## src/rtl/mc_control_fsm_pkg.sv

```systemverilog
// ----------------------------------------------------------------------------
// mc_control_fsm_pkg
// Shared definitions for the multicycle RV32I main control FSM: state codes,
// major-opcode constants, datapath select encodings, the control-word struct
// and the opcode-to-state decode used in DECODE.
// ----------------------------------------------------------------------------
package mc_control_fsm_pkg;

  typedef enum logic [3:0] {
    S_FETCH    = 4'd0,
    S_DECODE   = 4'd1,
    S_MEMADR   = 4'd2,
    S_MEMREAD  = 4'd3,
    S_MEMWB    = 4'd4,
    S_MEMWRITE = 4'd5,
    S_EXECR    = 4'd6,
    S_EXECI    = 4'd7,
    S_ALUWB    = 4'd8,
    S_BRANCH   = 4'd9,
    S_JAL      = 4'd10,
    S_JALRADR  = 4'd11,
    S_LUI      = 4'd12,
    S_AUIPC    = 4'd13,
    S_ILL      = 4'd14,
    S_TRAP     = 4'd15
  } state_e;

  localparam logic [6:0] OP_LOAD   = 7'b0000011;
  localparam logic [6:0] OP_STORE  = 7'b0100011;
  localparam logic [6:0] OP_BRANCH = 7'b1100011;
  localparam logic [6:0] OP_IMM    = 7'b0010011;
  localparam logic [6:0] OP_REG    = 7'b0110011;
  localparam logic [6:0] OP_JAL    = 7'b1101111;
  localparam logic [6:0] OP_JALR   = 7'b1100111;
  localparam logic [6:0] OP_LUI    = 7'b0110111;
  localparam logic [6:0] OP_AUIPC  = 7'b0010111;

  localparam logic [1:0] ALU_ADD   = 2'b00;
  localparam logic [1:0] ALU_SUB   = 2'b01;
  localparam logic [1:0] ALU_FUNCT = 2'b10;

  localparam logic [1:0] SRC_A_PC    = 2'b00;
  localparam logic [1:0] SRC_A_OLDPC = 2'b01;
  localparam logic [1:0] SRC_A_RS1   = 2'b10;
  localparam logic [1:0] SRC_A_ZERO  = 2'b11;

  localparam logic [1:0] SRC_B_RS2  = 2'b00;
  localparam logic [1:0] SRC_B_IMM  = 2'b01;
  localparam logic [1:0] SRC_B_FOUR = 2'b10;

  localparam logic [1:0] RES_ALUOUT = 2'b00;
  localparam logic [1:0] RES_MEM    = 2'b01;
  localparam logic [1:0] RES_ALU    = 2'b10;

  typedef struct packed {
    logic       mem_req;
    logic       we_mem;
    logic       sel_mem_addr;
    logic       we_ir;
    logic       pc_update;
    logic       branch;
    logic [1:0] alu_op;
    logic [1:0] src_a;
    logic [1:0] src_b;
    logic [1:0] sel_result;
    logic       we_rf;
    logic       retire;
  } ctrl_t;

  // Branches with a reserved funct3 are routed to ILL straight from DECODE so
  // that BRANCH never issues a PC write request for them.
  function automatic state_e decode_op(input logic [6:0] op, input logic bad_funct3);
    state_e nxt;
    case (op)
      OP_LOAD,
      OP_STORE:  nxt = S_MEMADR;
      OP_BRANCH: nxt = bad_funct3 ? S_ILL : S_BRANCH;
      OP_IMM:    nxt = S_EXECI;
      OP_REG:    nxt = S_EXECR;
      OP_JAL:    nxt = S_JAL;
      OP_JALR:   nxt = S_JALRADR;
      OP_LUI:    nxt = S_LUI;
      OP_AUIPC:  nxt = S_AUIPC;
      default:   nxt = S_ILL;
    endcase
    return nxt;
  endfunction

endpackage

```

## src/rtl/mc_control_fsm_branch_cond.sv

```systemverilog
// ----------------------------------------------------------------------------
// mc_control_fsm_branch_cond
// Combinational branch-condition evaluation from funct3 and the ALU compare
// flags.
//   funct3     in  3  branch type from IR
//   zero       in  1  ALU result == 0
//   lt         in  1  signed rs1 < rs2
//   ltu        in  1  unsigned rs1 < rs2
//   taken      out 1  branch condition holds
//   bad_funct3 out 1  funct3 is 010/011 (no such branch)
// ----------------------------------------------------------------------------
module mc_control_fsm_branch_cond (
  input  logic [2:0] funct3,
  input  logic       zero,
  input  logic       lt,
  input  logic       ltu,
  output logic       taken,
  output logic       bad_funct3
);

  always_comb begin
    taken      = 1'b0;
    bad_funct3 = 1'b0;
    case (funct3)
      3'b000:  taken = zero;
      3'b001:  taken = ~zero;
      3'b100:  taken = lt;
      3'b101:  taken = ~lt;
      3'b110:  taken = ltu;
      3'b111:  taken = ~ltu;
      default: bad_funct3 = 1'b1;
    endcase
  end

endmodule

```

## src/rtl/mc_control_fsm.sv

```systemverilog
// ----------------------------------------------------------------------------
// mc_control_fsm
// Main control FSM for the multicycle RV32I datapath with variable-latency
// memory (req/ready), full conditional branches, JALR, AUIPC and an
// illegal-instruction trap.
// Parameters:
//   MEM_WAIT_EN  1: memory states hold until mem_ready; 0: mem_ready ignored
//   TRAP_EN      1: illegal instruction -> sticky TRAP; 0: retires as NOP
//   STATE_W      width of state_o (>= 4)
// Ports:
//   clk, reset (async, active-low)
//   op, funct3           instruction fields from IR
//   zero, lt, ltu        ALU flags
//   mem_ready            memory completes current request
//   mem_req, we_mem, sel_mem_addr       memory interface controls
//   we_ir, pc_update, branch, we_pc     IR / PC write controls
//   alu_op, sel_alu_src_a/b, sel_result datapath selects
//   we_rf, retire, illegal, state_o     writeback, status, debug
//
// state     | meaning
// ----------+-----------------------------------------------------
// FETCH     | read instr at PC, PC += 4 when memory is ready
// DECODE    | OldPC + imm into ALUOut, dispatch on opcode
// MEMADR    | rs1 + imm -> ALUOut (load/store address)
// MEMREAD   | load request, wait for ready
// MEMWB     | load data -> rd
// MEMWRITE  | store request, wait for ready, retire
// EXECR     | rs1 op rs2
// EXECI     | rs1 op imm
// LUI       | 0 + imm
// AUIPC     | OldPC + imm
// JALRADR   | rs1 + imm -> ALUOut (jump target)
// JAL       | PC <= ALUOut, OldPC + 4 -> ALUOut
// ALUWB     | ALUOut -> rd
// BRANCH    | compare, PC <= target if taken
// ILL       | illegal instruction seen
// TRAP      | halted until reset
// ----------------------------------------------------------------------------
module mc_control_fsm
  import mc_control_fsm_pkg::*;
#(
  parameter bit          MEM_WAIT_EN = 1'b1,
  parameter bit          TRAP_EN     = 1'b1,
  parameter int unsigned STATE_W     = 4
) (
  input  logic               clk,
  input  logic               reset,
  input  logic [6:0]         op,
  input  logic [2:0]         funct3,
  input  logic               zero,
  input  logic               lt,
  input  logic               ltu,
  input  logic               mem_ready,
  output logic               mem_req,
  output logic               we_mem,
  output logic               sel_mem_addr,
  output logic               we_ir,
  output logic               pc_update,
  output logic               branch,
  output logic               we_pc,
  output logic [1:0]         alu_op,
  output logic [1:0]         sel_alu_src_a,
  output logic [1:0]         sel_alu_src_b,
  output logic [1:0]         sel_result,
  output logic               we_rf,
  output logic               retire,
  output logic               illegal,
  output logic [STATE_W-1:0] state_o
);

  state_e state_q, state_d;
  logic   illegal_q, illegal_d;
  logic   ready;
  logic   taken;
  logic   bad_funct3;
  ctrl_t  ctl;

  assign ready = MEM_WAIT_EN ? mem_ready : 1'b1;

  mc_control_fsm_branch_cond u_branch_cond (
    .funct3     (funct3),
    .zero       (zero),
    .lt         (lt),
    .ltu        (ltu),
    .taken      (taken),
    .bad_funct3 (bad_funct3)
  );

  // State register
  always_ff @(posedge clk or negedge reset) begin
    if (!reset) begin
      state_q   <= S_FETCH;
      illegal_q <= 1'b0;
    end else begin
      state_q   <= state_d;
      illegal_q <= illegal_d;
    end
  end

  // Next-state logic
  always_comb begin
    state_d   = state_q;
    illegal_d = illegal_q;
    case (state_q)
      S_FETCH:    if (ready) state_d = S_DECODE;
      S_DECODE:   state_d = decode_op(op, bad_funct3);
      S_MEMADR:   state_d = (op == OP_STORE) ? S_MEMWRITE : S_MEMREAD;
      S_MEMREAD:  if (ready) state_d = S_MEMWB;
      S_MEMWB:    state_d = S_FETCH;
      S_MEMWRITE: if (ready) state_d = S_FETCH;
      S_EXECR,
      S_EXECI,
      S_LUI,
      S_AUIPC:    state_d = S_ALUWB;
      S_JALRADR:  state_d = S_JAL;
      S_JAL:      state_d = S_ALUWB;
      S_ALUWB:    state_d = S_FETCH;
      S_BRANCH:   state_d = S_FETCH;
      S_ILL:      state_d = TRAP_EN ? S_TRAP : S_FETCH;
      S_TRAP:     state_d = S_TRAP;
      default:    state_d = S_FETCH;
    endcase
    // Flag is raised on the edge that enters TRAP, so it reads 1 for the
    // whole time the FSM sits there.
    if (state_d == S_TRAP) illegal_d = 1'b1;
  end

  // Output decode: Moore, except ready gating in FETCH/MEMWRITE and the
  // taken qualification of we_pc.
  always_comb begin
    ctl = '0;
    case (state_q)
      S_FETCH: begin
        ctl.mem_req    = 1'b1;
        ctl.src_a      = SRC_A_PC;
        ctl.src_b      = SRC_B_FOUR;
        ctl.sel_result = RES_ALU;
        ctl.we_ir      = ready;
        ctl.pc_update  = ready;
      end
      S_DECODE: begin
        ctl.src_a  = SRC_A_OLDPC;
        ctl.src_b  = SRC_B_IMM;
        ctl.alu_op = ALU_ADD;
      end
      S_MEMADR: begin
        ctl.src_a  = SRC_A_RS1;
        ctl.src_b  = SRC_B_IMM;
        ctl.alu_op = ALU_ADD;
      end
      S_MEMREAD: begin
        ctl.mem_req      = 1'b1;
        ctl.sel_mem_addr = 1'b1;
      end
      S_MEMWB: begin
        ctl.sel_result = RES_MEM;
        ctl.we_rf      = 1'b1;
        ctl.retire     = 1'b1;
      end
      S_MEMWRITE: begin
        ctl.mem_req      = 1'b1;
        ctl.we_mem       = 1'b1;
        ctl.sel_mem_addr = 1'b1;
        ctl.retire       = ready;
      end
      S_EXECR: begin
        ctl.src_a  = SRC_A_RS1;
        ctl.src_b  = SRC_B_RS2;
        ctl.alu_op = ALU_FUNCT;
      end
      S_EXECI: begin
        ctl.src_a  = SRC_A_RS1;
        ctl.src_b  = SRC_B_IMM;
        ctl.alu_op = ALU_FUNCT;
      end
      S_LUI: begin
        ctl.src_a  = SRC_A_ZERO;
        ctl.src_b  = SRC_B_IMM;
        ctl.alu_op = ALU_ADD;
      end
      S_AUIPC: begin
        ctl.src_a  = SRC_A_OLDPC;
        ctl.src_b  = SRC_B_IMM;
        ctl.alu_op = ALU_ADD;
      end
      S_JALRADR: begin
        ctl.src_a  = SRC_A_RS1;
        ctl.src_b  = SRC_B_IMM;
        ctl.alu_op = ALU_ADD;
      end
      S_JAL: begin
        // PC takes the target already in ALUOut; ALU forms the link address.
        ctl.src_a      = SRC_A_OLDPC;
        ctl.src_b      = SRC_B_FOUR;
        ctl.alu_op     = ALU_ADD;
        ctl.sel_result = RES_ALUOUT;
        ctl.pc_update  = 1'b1;
      end
      S_ALUWB: begin
        ctl.sel_result = RES_ALUOUT;
        ctl.we_rf      = 1'b1;
        ctl.retire     = 1'b1;
      end
      S_BRANCH: begin
        ctl.src_a  = SRC_A_RS1;
        ctl.src_b  = SRC_B_RS2;
        ctl.alu_op = ALU_SUB;
        ctl.branch = 1'b1;
        ctl.retire = 1'b1;
      end
      S_ILL: begin
        // Without trapping, the bad instruction retires with no writes.
        ctl.retire = (TRAP_EN == 1'b0);
      end
      default: ctl = '0;
    endcase
  end

  assign mem_req       = ctl.mem_req;
  assign we_mem        = ctl.we_mem;
  assign sel_mem_addr  = ctl.sel_mem_addr;
  assign we_ir         = ctl.we_ir;
  assign pc_update     = ctl.pc_update;
  assign branch        = ctl.branch;
  assign we_pc         = (ctl.branch & taken) | ctl.pc_update;
  assign alu_op        = ctl.alu_op;
  assign sel_alu_src_a = ctl.src_a;
  assign sel_alu_src_b = ctl.src_b;
  assign sel_result    = ctl.sel_result;
  assign we_rf         = ctl.we_rf;
  assign retire        = ctl.retire;
  assign illegal       = illegal_q;
  assign state_o       = STATE_W'(state_q);

endmodule
```

## config.mk

```make
export PLATFORM = sky130hd
export DESIGN_NAME = mc_control_fsm
export DESIGN_NICKNAME = d
export VERILOG_FILES = /design/src/rtl/mc_control_fsm_pkg.sv /design/src/rtl/mc_control_fsm_branch_cond.sv /design/src/rtl/mc_control_fsm.sv
export SDC_FILE = /design/constraint.sdc
export NUM_CORES = 1
export LEC_CHECK = 0
export ABC_AREA = 1
export CAP_MARGIN = 0
export CORE_MARGIN = 5
export CORE_UTILIZATION = 38
export CTS_CLUSTER_DIAMETER = 100
export DETAILED_ROUTE_END_ITERATION = 6
export PLACE_DENSITY = 0.79
export SETUP_SLACK_MARGIN = 0.15
export SLEW_MARGIN = 20
export SYNTH_ARGS = -nofsm -noshare
export SYNTH_HDL_FRONTEND = slang
export SYNTH_SLANG_ARGS = --single-unit
```

## constraint.sdc

```tcl
create_clock -name clk -period 1.65 [get_ports clk]
set_input_delay 0.33 -clock clk [delete_from_list [all_inputs] [get_ports clk]]
set_output_delay 0.33 -clock clk [all_outputs]
set_load 0.02 [all_outputs]
```

==> impl_metrics.csv, run 1 <==
group,metric,value,unit
timing,worst_slack,-0.217,ns
die,core-area,0.00175,sq mm
clock_network,ctsHoldBuffers,0,
synthesis,synth-main-ff-cell,"dfrtp_1",
finish,post-route-util,0.874,
synthesis,seq_area_frac_synth,0.177,
synthesis,synth_top_area_share,0.177,
timing,slew-limit-headroom,0.830,
clock_network,clockBufferDepth,2,
power,leakage,0.771,nW
finish,insertedDiodeCount,0,
drt,num_vias,1241,
clock_network,cts_buffers,3,
global_routing,grt_max_degree,7,
synthesis,syn_area,707,sq um
power,internal-power,0.261,mW
synthesis,avgSynthCellArea,5.61,sq um
clock_network,clk_latency,0.26,ns
worst_setup_path,cpPeakStageDelay,0.47,ns
finish,nFillCells,92,
global_routing,grt_antenna_before_repair,0,
finish,area_growth,116,%
timing,worst_pin_slew,0.253,ns
clock_network,clock_sinks,5,
synthesis,synth-edff-count,0,
die,fp-row-count,15,
synthesis,synthTopCellsByArea,"dfrtp_1 (18%), nand2_1 (16%), nor2_1 (10%)",
timing,hold_violations,0,
die,dieArea,0.00282,sq mm
worst_setup_path,worst_setup_path_start_kind,"flip-flop",
clock_network,cts_tree,"built",
power,p_per_area,240,mW/mm^2
worst_setup_path,crit_type,"flip-flop to primary output",
worst_setup_path,path_cells,"nor2_4, inv_4, nor2_4, inv_2, nor2_4, inv_2, nand3_2, buf_6",
die,num_io_pins,38,
worst_setup_path,worstSetupEndpointType,"primary output",
finish,fin_nets,220,
worst_setup_path,r2r_slack,0.04,ns
drt,drc,0,
power,p_comb_frac,0.244,
power,switching_power,0.105,mW
drt,routed_wl,3870,um
timing,fin_hold_ws,0.302,ns
placed_design,hpwl,2120,um
drt,firstDrtPassIters,4,
power,clkPwrFrac,0.420,
run_status,failed_checks,"negative setup slack",
worst_setup_path,cpMostUsedCell,"nor2_4",
die,initial_core_util,0.405,
timing,max_freq,536,MHz
synthesis,yosysWarnings,0,
run_status,outcome,"finished, violations left",
timing,final_max_slew_viol_count,0,
worst_setup_path,cp_max_fo,6,
clock_network,root_buffer,"clkbuf_4",
timing,fin_skew,0.0114,ns
worst_setup_path,worstPathRequired,1.32,ns
global_routing,grt_pass1_wl,4770,um
finish,drive_gt1_frac,0.537,
placed_design,gp_congestion,0.802,
synthesis,synth_fp_nets,142,
synthesis,synth_cell_types,22,
die,die_w,53.1,um
synthesis,ys_seq_elements,5,
global_routing,overflow,0,
drt,ant_nets,0,
synthesis,synth.largest_area_cell,"dfrtp_1",
worst_setup_path,arrival,1.54,ns
clock_network,ctsHtreeMaxLevel,1,
worst_setup_path,cpLargestDelayFamily,"simple AND/OR/NAND/NOR gates",
drt,wl_per_cell,17.0,um
global_routing,grt_pass1_vias,1132,
power,pwr-share-seq,0.336,
placed_design,port_buffers,37,
power,ir_drop,0.340,mV
synthesis,yosys-top-cells-count,"nand2_1 (30), nor2_1 (19), inv_1 (17)",
worst_setup_path,critPathBufInv,4,
flow_run,drv_cap,0,
timing,fin_crit_sh,1.13,
clock_network,path_clk_slew,0.05,ns
synthesis,async_reset_ff_frac,1.00,
global_routing,grt_usage,0.234,
timing,min_period,1.87,ns
drt,dr.first_iter.drc_count,63,
worst_setup_path,slowest_stage,"dfrtp_2",
timing,grt_setup_unrepaired,"yes",
synthesis,synth_cells,126,
synthesis,synth.most_common_cell,"nand2_1",
worst_hold_path,hp-class,"input port to asynchronous set/reset pin",
timing,setup_viol,16,
power,switching_share,0.286,
die,die_h,53.1,um
drt,routed_via_density,5.44,
-- layout by cell type (no fill, tap or decap), types with 3 or more instances in the layout --
cell,count
buf_4,33
nand2_1,22
buf_6,20
nor2_1,15
inv_1,14
inv_2,13
clkdlybuf4s50_1,12
nand3_1,9
nand2_2,7
nor2_4,7
nor2_2,7
o21ai_0,5
dlygate4sd2_1,4
dfrtp_2,4
a21oi_2,3
clkbuf_4,3
-- metrics by stage --
step | TNS, ns | std cells | total power [mW] | worst slack, ns | cell area, sq um
finish | -1.88 | 228 | 0.366 | -0.217 | 1530
floorplan | 0 | 126 | 0.150 | 0.0226 | 724
global route | -2.41 | 228 | 0.377 | -0.258 | 1530
CTS | -0.721 | 225 | 0.360 | -0.104 | 1440
detailed placement | -4.55 | 210 | 0.208 | -0.646 | 1290
global placement | -4.01 | 210 | 0.204 | -0.541 | 1290
-- power by group through the flow --
stage | clock, mW | sequential [mW] | combinational (mW)
finish | 0.154 | 0.123 | 0.0892
global placement | 0 | 0.125 | 0.0789
global route | 0.159 | 0.123 | 0.0952
detailed placement | 0 | 0.125 | 0.0828
floorplan | 0 | 0.125 | 0.0256
CTS | 0.155 | 0.123 | 0.0819
-- flip-flops by register name (all words and copies together), names as in the netlist --
| name | count |
|---|---|
| illegal | 1 |
| state_o | 4 |
-- logic make-up (layout without fill, tap and decap cells) --
group                     Yosys count  after routing  share of synthesized area
and+or+nand+nor                    75             75                      0.515
AOI/OAI and AO/OA                  16             16                      0.133
buffers and inverters              29            106                      0.163
DFF                                 5              5                      0.177
xor gates and xnor gates            1              1                     0.0124
-- layer usage --
metal	vias to the layer above	share of wire	routed length [um]	GRT usage
met4	0	0.050	194	0.140
met1	570	0.36	1410	0.220
met2	101	0.50	1920	0.452
met5	-	0	0	0
li1	545	-	-	-
met3	25	0.087	338	0.0507
-- repair_timing --
item	4_1_cts	5_1_grt
gates resized for setup	120	23
pin swaps	5	3
buffers inserted	11	3
endpoints found under the setup margin	22	23
-- final timing paths --
kind,depth (start not counted),endpoint,start
min,1,state_o[0]$_DFF_PN0_,reset
max in group asynchronous,1,state_o[2]$_DFF_PN0_,reset
max reg2reg,9,state_o[0]$_DFF_PN0_,state_o[3]$_DFF_PN0_
min reg2reg,1,illegal$_DFFE_PN0N_,illegal$_DFFE_PN0N_
max,8,we_pc,state_o[3]$_DFF_PN0_
min in group clk,1,illegal$_DFFE_PN0N_,illegal$_DFFE_PN0N_
-- worst reg2reg max path, stage by stage (launching register included) --
cell     delay (ns)
dfrtp_2        0.46
nor2_4         0.07
inv_4          0.10
buf_4          0.14
nor2_4         0.04
buf_4          0.13
buf_4          0.14
nand2_2        0.07
nor3b_4        0.20
nand3_1        0.14
-- area by class of cell --
| cell class | count | area [sq um] | share of cell area |
|---|---|---|---|
| Sequential cell | 5 | 130 | 0.0853 |
| Timing Repair Buffer | 74 | 671 | 0.440 |
| Inverter | 28 | 108 | 0.0705 |
| Multi-Input combinational cell | 92 | 559 | 0.367 |
| Clock buffer | 4 | 26.3 | 0.0172 |
| Tap cell | 25 | 31.3 | 0.0205 |
Power figures use the tool's default switching activity.
==> run 2, diff against run 1 <==
Settings changed: GPL_ROUTABILITY_DRIVEN set to 0, TNS_END_PERCENT set to 50.
==> run 2 against run 1 <==
  * The flow still finishes with violations (negative setup slack)
  * Critical path depth is 1 higher
  * Register-to-register slack worse by 0.02 ns
  * Wire length is 10% lower
  * Sequential power hardly changed
  * Maximum frequency hardly changed
  * Critical endpoint unchanged
==> impl_metrics.csv, run 2 (same netlist as run 1, synthesis figures left out) <==
group,metric,value,unit
run_status,outcome,"finished, violations left",
run_status,failed_checks,"negative setup slack",
drt,dr.first_iter.drc_count,43,
global_routing,grt_max_degree,7,
placed_design,place_area,0.00129,sq mm
clock_network,clockBufferDepth,2,
drt,routed_via_density,5.08,
timing,fin_setup_tns,-1.67,ns
clock_network,ctsHtreeMaxLevel,1,
worst_setup_path,worstSetupEndpointType,"primary output",
finish,final_common_cell,"buf_4",
die,die_w,53.1,um
placed_design,hpwl,2120,um
power,switching_share,0.290,
power,internal-power,0.261,mW
finish,insertedDiodeCount,0,
power,switching_power,0.106,mW
timing,worst_slack,-0.218,ns
timing,final_max_slew_viol_count,0,
finish,area_growth,109,%
placed_design,dpl_worst_slack,-0.646,ns
drt,wl_per_cell,15.4,um
clock_network,path_clk_slew,0.06,ns
timing,fin_hold_ws,0.300,ns
worst_setup_path,cpLargestDelayFamily,"simple AND/OR/NAND/NOR gates",
drt,ant_nets,0,
worst_setup_path,cpMostUsedCell,"inv_2",
timing,max_freq,535,MHz
global_routing,grt_pass1_vias,1119,
power,finalPower,0.368,mW
global_routing,grt_usage,0.223,
global_routing,grt_pass1_wl,4530,um
clock_network,cts_buffers,3,
die,fp-row-count,15,
drt,firstDrtPassIters,4,
die,dieArea,0.00282,sq mm
finish,fin_nets,218,
worst_setup_path,path_cells,"inv_2, nor2_4, inv_2, nor2_4, inv_2, a21oi_2, nand2_1, nand3_2, buf_6",
clock_network,clock_sinks,5,
timing,setup_viol,15,
power,ir_drop,0.357,mV
timing,grt_setup_unrepaired,"yes",
drt,num_vias,1148,
finish,stdcell_count,226,
placed_design,dp_cells,210,
die,initial_core_util,0.405,
finish,drive_gt1_frac,0.502,
drt,drc,0,
timing,hold_violations,0,
worst_setup_path,arrival,1.54,ns
clock_network,root_buffer,"clkbuf_4",
global_routing,overflow,0,
timing,slew-limit-headroom,0.826,
finish,post-route-util,0.848,
finish,nFillCells,103,
power,p_comb_frac,0.242,
power,pwr-share-seq,0.334,
timing,worst_pin_slew,0.261,ns
placed_design,port_buffers,37,
worst_setup_path,cpPeakStageDelay,0.42,ns
worst_setup_path,critPathBufInv,4,
clock_network,cts_tree,"built",
worst_setup_path,slowest_stage,"dfrtp_2",
power,p_per_area,248,mW/mm^2
die,core-area,0.00175,sq mm
finish,multi_input_area,541,sq um
timing,min_period,1.87,ns
die,num_io_pins,38,
power,clkPwrFrac,0.424,
worst_setup_path,crit_type,"flip-flop to primary output",
power,leakage,0.754,nW
die,die_h,53.1,um
finish,largest_reg_flops,4,
drt,routed_wl,3480,um
finish,ff_latch_area,130,sq um
finish,stdcell_area,0.00148,sq mm
worst_setup_path,worst_setup_path_start_kind,"flip-flop",
clock_network,clk_latency,0.26,ns
global_routing,grt_antenna_before_repair,0,
timing,fin_crit_sh,1.13,
worst_setup_path,worstPathRequired,1.32,ns
worst_setup_path,cp_max_fo,4,
timing,fin_skew,0.0149,ns
worst_hold_path,hp-class,"input port to asynchronous set/reset pin",
finish,layout_common_cells,"buf_4 (37), nand2_1 (24), nor2_1 (16), buf_6 (16), inv_1 (15)",
flow_run,drv_cap,0,
[run 2: cell types whose count changed in the layout (fill, tap and decap cells not counted), moves of 2 or more]
cell / change
a21oi_1: +2
nor2_2: -3
nor2_4: +2
nand2_1: +2
buf_6: -4
buf_4: +4
nand2_2: -2
[run 2: layout make-up]
class / count / area share
flip-flops and latches: 5 / 0.0879
repair buffers: 72 / 0.435
well taps: 25 / 0.0211
inverters: 28 / 0.0727
multi-input cells: 92 / 0.365
clock buffers: 4 / 0.0178
[run 2: final timing paths]
| kind | startpoint | end | slack [ns] | depth (start not counted) |
|---|---|---|---|---|
| setup / recovery | state_o[0]$_DFF_PN0_ | we_pc | -0.22 | 9 |
| min in group clk | illegal$_DFFE_PN0N_ | illegal$_DFFE_PN0N_ | 0.47 | 1 |
| max in group asynchronous | reset | state_o[2]$_DFF_PN0_ | 1.11 | 1 |
| setup reg to reg | state_o[1]$_DFF_PN0_ | state_o[2]$_DFF_PN0_ | 0.02 | 10 |
| hold reg to reg | illegal$_DFFE_PN0N_ | illegal$_DFFE_PN0N_ | 0.47 | 1 |
| hold / removal | reset | state_o[1]$_DFF_PN0_ | 0.30 | 1 |
[run 2: worst register-to-register path, stage by stage, from the launching register on]
cell	delay, ns
dfrtp_2	0.46
buf_4	0.17
nand2_4	0.09
nor2_4	0.05
buf_4	0.12
buf_4	0.12
buf_4	0.13
a21oi_1	0.14
nand2_1	0.07
nor2_1	0.09
nand2_1	0.06
[run 2: routing by layer]
metal,up-vias,share of wire,track usage
li1,546,-,-
met1,532,0.35,0.201
met2,54,0.55,0.440
met3,16,0.058,0.0479
met4,0,0.039,0.132
met5,-,0,0
[run 2: power groups by stage]
stage,clock network (mW),registers (mW),logic [mW]
CTS,0.155,0.123,0.0819
global route,0.163,0.123,0.0958
detailed placement,0,0.125,0.0828
global placement,0,0.125,0.0789
finish,0.156,0.123,0.0888
floorplan,0,0.125,0.0256
[run 2: repair_timing]
| item | in CTS | in global routing |
|---|---|---|
| hold buffers | 0 | 0 |
| pin swaps | 5 | 4 |
| gates resized for setup | 113 | 17 |
| setup buffers | 9 | 3 |
| setup endpoints to repair | 22 | 22 |
==> run 3, diff against run 2 <==
Settings changed: GPL_ROUTABILITY_DRIVEN 0 to not set.
==> results of run 3 <==
Final layout, timing and power as in run 2 (identical DEF).
